==> config.mk <==
export PLATFORM = sky130hd
export DESIGN_NAME = dmem_access_ctrl
export DESIGN_NICKNAME = d
export VERILOG_FILES = /design/src/rtl/dmem_access_ctrl.sv
export SDC_FILE = /design/constraint.sdc
export NUM_CORES = 1
export LEC_CHECK = 0
export BUFFER_PORTS_ARGS = -buffer_cell sky130_fd_sc_hd__buf_2
export CAP_MARGIN = 0
export CORE_MARGIN = 1
export CORE_UTILIZATION = 51
export DETAILED_ROUTE_END_ITERATION = 7
export PLACE_DENSITY = 0.94
export SLEW_MARGIN = 20
export SYNTH_ARGS = -nofsm -noshare
export SYNTH_HDL_FRONTEND = slang
export SYNTH_SLANG_ARGS = --single-unit
==> constraint.sdc <==
create_clock -name clk -period 4.74 [get_ports clk]
set_clock_uncertainty 0.2 [all_clocks]
set_input_delay 0.237 -clock clk [delete_from_list [all_inputs] [get_ports clk]]
set_output_delay 0.237 -clock clk [all_outputs]
set_load 0.03 [all_outputs]
==> src/rtl/dmem_access_ctrl.sv <==
// MEM-stage data-memory sequencer: issues req/ack accesses, stalls the pipeline, aborts on timeout.
// Build option MISALIGN_TRAP_EN: trap misaligned accesses (adds MisalignErr) instead of word-aligning them.
//
// state | meaning
// IDLE  | waiting for a load/store; Stall follows the access request combinationally
// BUSY  | mem_req held, counting cycles towards the timeout abort
// DONE  | access finished, pipeline released for one cycle, inputs ignored
module dmem_access_ctrl #(
  parameter int ADDR_W  = 32,
  parameter int DATA_W  = 32,
  parameter int TIMEOUT = 16
) (
  input  logic              clk,
  input  logic              reset,
  input  logic              MemReadMEM,
  input  logic              MemWriteMEM,
  input  logic [ADDR_W-1:0] Address,
  input  logic [DATA_W-1:0] WriteDataMEM,
  input  logic              mem_ack,
  input  logic [DATA_W-1:0] mem_rdata,
  output logic              mem_req,
  output logic              mem_we,
  output logic [ADDR_W-1:0] mem_addr,
  output logic [DATA_W-1:0] mem_wdata,
  output logic              Stall,
  output logic [DATA_W-1:0] ReadDataMEM,
  output logic              TimeoutErr
`ifdef MISALIGN_TRAP_EN
  ,
  output logic              MisalignErr
`endif
);

  localparam int TO_W = $clog2(TIMEOUT + 1);
  localparam logic [ADDR_W-1:0] ALIGN_MASK = ~ADDR_W'(3);
  localparam logic [DATA_W-1:0] ABORT_DATA = DATA_W'(32'hDEAD_BEEF);
  localparam logic [TO_W-1:0]   CNT_LAST   = TO_W'(TIMEOUT - 1);

  typedef enum logic [1:0] {
    IDLE = 2'd0,
    BUSY = 2'd1,
    DONE = 2'd2
  } state_t;

  state_t          state, state_nxt;
  logic            access;
  logic            misaligned;
  logic            timeout_hit;
  logic [TO_W-1:0] cnt;

  assign access = MemReadMEM | MemWriteMEM;

`ifdef MISALIGN_TRAP_EN
  assign misaligned = (Address[1:0] != 2'b00);
`else
  assign misaligned = 1'b0;
`endif

  // An ack arriving in the last allowed cycle takes priority over the abort.
  assign timeout_hit = (state == BUSY) && !mem_ack && (cnt == CNT_LAST);

  always_ff @(posedge clk or negedge reset) begin
    if (!reset) begin
      state <= IDLE;
    end else begin
      state <= state_nxt;
    end
  end

  always_comb begin
    state_nxt = state;
    case (state)
      IDLE: begin
        if (access) begin
          state_nxt = misaligned ? DONE : BUSY;
        end
      end
      BUSY: begin
        if (mem_ack || timeout_hit) begin
          state_nxt = DONE;
        end
      end
      DONE:    state_nxt = IDLE;
      default: state_nxt = IDLE;
    endcase
  end

  always_comb begin
    Stall   = 1'b0;
    mem_req = 1'b0;
    case (state)
      IDLE: Stall = access;
      BUSY: begin
        Stall   = 1'b1;
        mem_req = 1'b1;
      end
      default: begin
        Stall   = 1'b0;
        mem_req = 1'b0;
      end
    endcase
  end

  always_ff @(posedge clk or negedge reset) begin
    if (!reset) begin
      mem_addr    <= '0;
      mem_wdata   <= '0;
      mem_we      <= 1'b0;
      cnt         <= '0;
      ReadDataMEM <= '0;
      TimeoutErr  <= 1'b0;
`ifdef MISALIGN_TRAP_EN
      MisalignErr <= 1'b0;
`endif
    end else begin
      TimeoutErr <= 1'b0;
`ifdef MISALIGN_TRAP_EN
      MisalignErr <= 1'b0;
`endif
      case (state)
        IDLE: begin
          if (access) begin
            mem_addr  <= Address & ALIGN_MASK;
            mem_wdata <= WriteDataMEM;
            mem_we    <= MemWriteMEM;
            cnt       <= '0;
`ifdef MISALIGN_TRAP_EN
            if (misaligned) begin
              ReadDataMEM <= '0;
              MisalignErr <= 1'b1;
            end
`endif
          end
        end
        BUSY: begin
          cnt <= cnt + TO_W'(1);
          if (mem_ack) begin
            ReadDataMEM <= mem_we ? '0 : mem_rdata;
          end else if (timeout_hit) begin
            ReadDataMEM <= ABORT_DATA;
            TimeoutErr  <= 1'b1;
          end
        end
        default: begin
        end
      endcase
    end
  end

endmodule

; Word level (Yosys, flattened, before mapping)
; Cells that the tools add are included.
; Widths: inputs -> output; s select.
[op_classes]
reduce_logical = 11
muxes = 13
bitwise_logic = 1
add_sub_neg = 1
eq_ne = 4
[op_table]
columns = op, n
row1 = $mux 32, 3
row2 = $pmux 5 s2, 1
row3 = $reduce_and 2->1, 4
row4 = $add 5x1->5 const B, 1
row5 = $eq 5x4->1 const B, 1
row6 = $mux 5, 1
row7 = $mux 1, 4
row8 = $mux 2, 2
row9 = $pmux 2 s2, 1
row10 = $reduce_bool 2->1, 2
row11 = $eq 2x1->1 const B, 1
row12 = $logic_and 1x1->1, 2
row13 = $logic_not 2->1, 1
row14 = $ne 2x1->1 const B, 1
row15 = $ne 2x2->1 const B, 1
row16 = $pmux 1 s2, 1
row17 = $logic_not 1->1, 1
row18 = $logic_or 1x1->1, 1
row19 = $or 1x1->1, 1
[word_totals]
out_inout_bits = 100
regBits = 103
input_bits = 101

; Longest topological paths before layout
; Gate-level depths: netlist (run 1).
[depth]
ltp_word = 6
mapped_depth = 7
mapped_depth_nobuf = 6

; Least setup slack after synthesis (run 1)
; OpenSTA, ideal clock, no wires.
[synth_timing]
kind = reg2reg
start = reg cnt[0]
end = reg ReadDataMEM[10]
period_less_slack_ns = 1.851
stages_incl_launch_ff = 8
t_arrival_ns = 1.530
path_slack_ns = 2.889
setup_time_ns = 0.121
t_required_ns = 4.419
cell_sequence = dfrtp_1 ha_1 and3_1 ha_1 nor2_1 nor2_4 buf_4 o22a_1
[synth_via]
elab_chain_cells = 4
[synth_lines]
columns = item, line
row1 = start: declaration, 49  ; logic [TO_W-1:0] cnt;
row2 = start signal: assignment, 136  ; cnt <= cnt + TO_W'(1);
row3 = $eq 5x4->1, 60  ; assign timeout_hit = (state == BUSY) && !mem_ack && (cnt == CNT_LAST);
row4 = $logic_and 1x1->1, 60
row5 = $reduce_bool 2->1 (no source line), --
row6 = $reduce_and 2->1 (no source line), --
row7 = end signal: assignment, 138  ; ReadDataMEM <= mem_we ? '0 : mem_rdata;
row8 = end: declaration, 26  ; output logic [DATA_W-1:0] ReadDataMEM,
; Every way passes these cells.
; A chain may end at the register's enable or synchronous reset.

; Worst setup path after layout (run 1)
[layout_timing]
start = reg state[1]
end = reg mem_addr[23]
[layout_via]
elab_chain_cells = 2
[layout_lines]
columns = item, line
row1 = start: declaration, 45  ; state_t state, state_nxt;
row2 = start signal: assignment, 66  ; state <= state_nxt;
row3 = $logic_not 2->1, 120  ; case (state)
row4 = $reduce_and 2->1 (no source line), --
row5 = end signal: assignment, 123  ; mem_addr <= Address & ALIGN_MASK;
row6 = end: declaration, 23  ; output logic [ADDR_W-1:0] mem_addr,
; Every way passes these cells.

==> results of run 1 <==
## registers in the layout, summed over array words and instances, names as in the netlist
name	flops
ReadDataMEM	32
state	2
mem_addr	30
mem_we	1
mem_wdata	32
cnt	5
TimeoutErr	1
## path summary, 6_finish.rpt
path | end | start
setup / recovery | mem_addr[23]$_DFFE_PN0P_ | state[1]$_DFFE_PN0P_
hold reg to reg | mem_wdata[3]$_DFFE_PN0P_ | mem_wdata[3]$_DFFE_PN0P_
max in group asynchronous | mem_wdata[4]$_DFFE_PN0P_ | reset
hold / removal | ReadDataMEM[0]$_DFFE_PN0P_ | mem_rdata[0]
min in group asynchronous | mem_wdata[28]$_DFFE_PN0P_ | reset
setup reg to reg | mem_addr[23]$_DFFE_PN0P_ | state[1]$_DFFE_PN0P_
## cell usage after synthesis
cell type / instances
nor2b_1: 19
o21ai_0: 3
or3_1: 1
clkbuf_1: 3
buf_2: 1
nand3_1: 8
nor2_2: 1
buf_12: 7
mux2_4: 59
buf_1: 1
o21ai_1: 7
dfrtp_1: 103
ha_1: 2
and3_1: 1
nor2_4: 1
or2_1: 1
nor3_1: 2
a22o_1: 1
buf_6: 1
nand4b_1: 8
nor2_1: 3
nand2_1: 3
a21oi_1: 3
o21a_4: 1
mux2_1: 3
buf_4: 7
nor3b_1: 1
conb_1: 1
nand2b_1: 6
o22ai_1: 1
o22a_1: 19
inv_1: 9
nand2_4: 1
inv_6: 1
o21a_1: 6
## per-layer routing
metal | wire (µm) | track usage [%] | share of wire, % | up-vias
met2 | 6180 | 47.8 | 52 | 142
li1 | - | - | - | 1543
met3 | 820 | 6.14 | 6.9 | 23
met1 | 4710 | 30.0 | 39 | 1656
met4 | 224 | 8.58 | 1.9 | 0
met5 | 0 | 0 | 0 | -
## worst min-delay path: cells and delay by family
family | cells | cell delay, ps
compound gates | 1 | 120
simple gates | 1 | 110
buf+inv | 1 | 70
## layout make-up
type / instances / area (µm²) / share of cell area, %
sequential: 103 / 2580 / 41.1
multi-input combinational: 163 / 1610 / 25.7
inverter: 10 / 42.5 / 0.678
clock inverter: 7 / 55.1 / 0.878
tap: 105 / 131 / 2.09
clock buffer: 9 / 124 / 1.97
timing repair buffer: 271 / 1730 / 27.6
## power by group
group	internal, W	leakage (nW)	switching (W)
registers	0.00130	1.22	0.000295
clock network	0.000197	0.0866	0.000303
logic	0.00102	1.82	0.00150
## repair_timing
action                    in CTS  in global routing
hold buffers                  73                  0
resized for setup              0                  0
hold endpoints to repair     120                  0
## cells by family after synthesis
| logic type | Yosys count | share of synthesized area (%) |
|---|---|---|
| flops | 103 | 57.9 |
| mux | 62 | 20.7 |
| simple gates | 56 | 7.95 |
| compound gates | 41 | 6.88 |
| buf+inv | 30 | 5.98 |
| fa+ha+maj | 2 | 0.562 |
| other cells | 1 | 0.0842 |
## per-stage QoR
stage	worst slack (ps)	instance area [µm²]
after floorplan	2890	4460
after global placement	2370	5360
after detailed placement	2320	5360
after CTS	2310	6270
after global routing	2160	6270
final	2270	6270
==> metrics.txt, run 1 <==
status complete, no violations; RePlAce Congestion 0.736; Worst R2R Path Depth 4; CP max stage cell o21a_4; area leader, netlist dfrtp_1; Non-Filler Instances 668; total power 0.00461 W; Peak Freq 0.404 GHz; endpoints failing setup 0; most common library cell in the layout ignoring fill and taps buf_2; Initial Utilization 53.4%; FP Rows 33; Slew HR 32.6%; Reg2Reg Setup Slack 2270 ps; Final min period 2470 ps; number of detailed-route iterations in the first pass 4; Buf/Inv on CP 1; die width 95.4 µm; CP peak stage delay 790 ps; fillers 476; MaxCap Viol Count 0; Skew-Pair Late Insertion Delay 350 ps; Avg Inst Size Synth 15.1 µm²; die area 9110 µm²; post-layout util 75.2%; Area contributors post-synth dfrtp_1 58%, mux2_4 20%, o22a_1 3.7%; Synth cell types 35; CP Class register to register; DR vias/cell 5.04; largest delay contributor family on the critical path compound AO/OA/AOI/OAI gates; TritonCTS clock tree yes; Critical Path End Type register; CTS H-tree lvls 3; PD cells 736 nW/µm²; antenna-violating nets left 0; most frequent cells in the layout 195 x buf_2, 103 x dfrtp_1, 73 x dlygate4sd3_1; final layout net count 661; final count of hold timing violations 0; Post-Synthesis Cells 295; CP Launch Type register; CP max FO 53; clk sink count 103; Via Count 3364; antenna violations before repair 0; vias in the first global route 3664; sequential element share of the synthesized area 57.9%; final WL 11.9 mm; flops & latches, synth 103; clock transition time at the flip-flop clock pins of the worst setup and hold paths 100 ps; Syn Std Cell Area 4450 µm²; CORE AREA 8340 µm²; Worst Hold Class input pin to register; CTS Root Cell clkbuf_8; layout cell share with drive strength beyond 1 49.4%; hold slack final 18.9 ps; Post CTS Setup Buffer Count 0; chip height 95.4 µm; Wirelength per Cell 17.9 µm; area fraction of the dominant cell type after synthesis 57.9%; VDD IR max 0.000528 V; first-pass GRT wire length 17.9 mm; ANT cells 0; input/output buffers 196; cell breakdown of the critical path nor2_2 > o21a_4 > buf_4 > mux2_4; RSZ-0062 raised after global routing no; Pins Over Slew Limit 0; critical path depth 4; Placed Cells 579; setup TNS 0 ps; Lkg Pwr 3.13 nW; pin count of the biggest net entering global routing 55; Req. time, crit path 4780 ps; IO Pins 201; All-Layer GR Usage 26.2%; cts bufs inserted 9; hpwl dp 7.04 mm; Iteration-0 DRC Markers 81; hold depth 3; part of the cycle the worst path needs 52.2%; drt drc 0; YS warnings 0; Slew @ Worst Pin 1010 ps; CP arrival 2510 ps; clk buf depth 2; P&R area growth vs syn 40.9%; total gr overflow 0
Note: power is estimated with default switching activity, not from simulation.
==> run 2: changes to the inputs <==
--- a/config.mk
+++ b/config.mk
@@ -8,9 +8,9 @@
 export BUFFER_PORTS_ARGS = -buffer_cell sky130_fd_sc_hd__buf_2
 export CAP_MARGIN = 0
 export CORE_MARGIN = 1
-export CORE_UTILIZATION = 51
+export CORE_UTILIZATION = 47
 export DETAILED_ROUTE_END_ITERATION = 7
-export PLACE_DENSITY = 0.94
+export PLACE_DENSITY = 0.88
 export SLEW_MARGIN = 20
 export SYNTH_ARGS = -nofsm -noshare
 export SYNTH_HDL_FRONTEND = slang
==> constraint.sdc (replaced) <==
create_clock -name clk -period 2.6 [get_ports clk]
set_clock_uncertainty 0.2 [all_clocks]
set_input_delay 0.13 -clock clk [delete_from_list [all_inputs] [get_ports clk]]
set_output_delay 0.13 -clock clk [all_outputs]
set_load 0.03 [all_outputs]
==> run 2 against run 1 <==
  * Die area up 8.3%
  * Sequential cell count is the same
  * Non-clock buffer count rose by 33
  * Power grew 85%
  * Cell count increased by 5.8%
  * Fmax grew 14%
  * Clock-buffer cell count increased by 1
  * Combinational power is 86% higher
  * Critical path depth rose by 2
==> metrics.txt, run 2 (synthesis gave the netlist of run 1 again) <==
total power 0.00852 W; Via Count 3451; fin area 6630 µm²; worst r2r src cnt[0]$_DFFE_PN0P_; Iteration-0 DRC Markers 81; cts bufs inserted 9; Initial Utilization 48.4%; most common library cell in the layout ignoring fill and taps buf_2; CP arrival 2180 ps; fillers 581; number of detailed-route iterations in the first pass 4; final layout net count 694; Slew HR 48.2%; CTS Root Cell clkbuf_8; CP max FO 33; clk sink count 103; Post CTS Setup Buffer Count 0; antenna-violating nets left 0; biggest regs ReadDataMEM: 32 flops, mem_wdata: 32 flops, mem_addr: 30 flops; All-Layer GR Usage 24.8%; RSZ-0062 raised after global routing no; Req. time, crit path 2600 ps; CP Launch Type register; DR vias/cell 4.88; pin count of the biggest net entering global routing 53; Final min period 2170 ps; MaxCap Viol Count 0; CTS H-tree lvls 3; PD cells 1280 nW/µm²; chip height 99.3 µm; VDD IR max 0.000652 V; Pins Over Slew Limit 0; reg2reg end ReadDataMEM[8]$_DFFE_PN0P_; input/output buffers 196; CORE AREA 9200 µm²; die width 99.3 µm; final count of hold timing violations 0; total gr overflow 0; ANT cells 0; Slew @ Worst Pin 775 ps; TritonCTS clock tree yes; layout cell share with drive strength beyond 1 47.5%; Peak Freq 0.460 GHz; Worst R2R Path Depth 6; DP Area 5430 µm²; hpwl dp 6.97 mm; antenna violations before repair 0; first-pass GRT wire length 18.6 mm; Wirelength per Cell 16.9 µm; post-layout util 72.1%; status complete, no violations; Skew-Pair Late Insertion Delay 360 ps; Lkg Pwr 3.28 nW; P&R area growth vs syn 49.0%; IO Pins 201; most frequent cells in the layout 195 x buf_2, 103 x dfrtp_1, 101 x dlygate4sd3_1; endpoints failing setup 0; clock transition time at the flip-flop clock pins of the worst setup and hold paths 110 ps; clk buf depth 2; setup TNS 0 ps; final WL 11.9 mm; CP Class register to register; die area 9870 µm²; FP Rows 35; vias in the first global route 3713; post-CTS sizing 0; Worst Hold Class input pin to async pin; Critical Path End Type register; drt drc 0; part of the cycle the worst path needs 83.6%; Reg2Reg Setup Slack 430 ps; hold_buf cts 101; RePlAce Congestion 0.711
[run 2: changes by cell type in the layout (fill, tap and decap cells not counted), sizes merged]
cell	change
dlygate4sd3	+28
buf	+5
clkbuf	+1
clkinvlp	-1
[run 2: how the worst max path moves through the flow]
stage	start	end	slack, ps	cells past startpoint
floorplan	cnt[0]$_DFFE_PN0P_	ReadDataMEM[12]$_DFFE_PN0P_	750	7
global placement	cnt[0]$_DFFE_PN0P_	ReadDataMEM[20]$_DFFE_PN0P_	540	6
detailed placement	cnt[0]$_DFFE_PN0P_	ReadDataMEM[20]$_DFFE_PN0P_	450	6
CTS	cnt[0]$_DFFE_PN0P_	ReadDataMEM[13]$_DFFE_PN0P_	440	6
global route	cnt[0]$_DFFE_PN0P_	ReadDataMEM[20]$_DFFE_PN0P_	220	6
finish	cnt[0]$_DFFE_PN0P_	ReadDataMEM[8]$_DFFE_PN0P_	430	6
[run 2: critical path, stage by stage, from the launching register on]
cell	delay (ps)
dfrtp_1	400
ha_1	200
and3_1	160
ha_1	180
nor2_1	80
nor2_4	610
o21ai_1	180
[run 2: power by group]
part	internal, W	switching, W
registers	0.00238	0.000509
logic	0.00192	0.00276
clock network	0.000392	0.000558
total	0.00469	0.00382
[run 2: layout make-up]
class / count / area, µm² / area share (%)
sequential: 103 / 2580 / 38.9
clock buffer: 10 / 138 / 2.07
multi-input combinational: 163 / 1610 / 24.3
inverter: 10 / 42.5 / 0.641
timing repair buffer: 304 / 2070 / 31.2
clock inverter: 6 / 52.6 / 0.792
tap: 111 / 139 / 2.09
[run 2: routing by layer]
layer,vias to the layer above,global-route usage (%),share of wire (%)
met5,-,0,0
met2,149,44.8,52
met3,23,4.92,5.7
met1,1669,29.2,41
met4,0,9.39,2.0
li1,1610,-,-
[run 2: through the flow]
step / std cells / hold slack, ps / setup slack [ps]
after global routing: 707 / 172 / 222
after floorplan: 296 / -366 / 749
final: 707 / 142 / 425
after global placement: 590 / -14.0 / 541
after CTS: 707 / 138 / 445
after detailed placement: 590 / 12.0 / 449
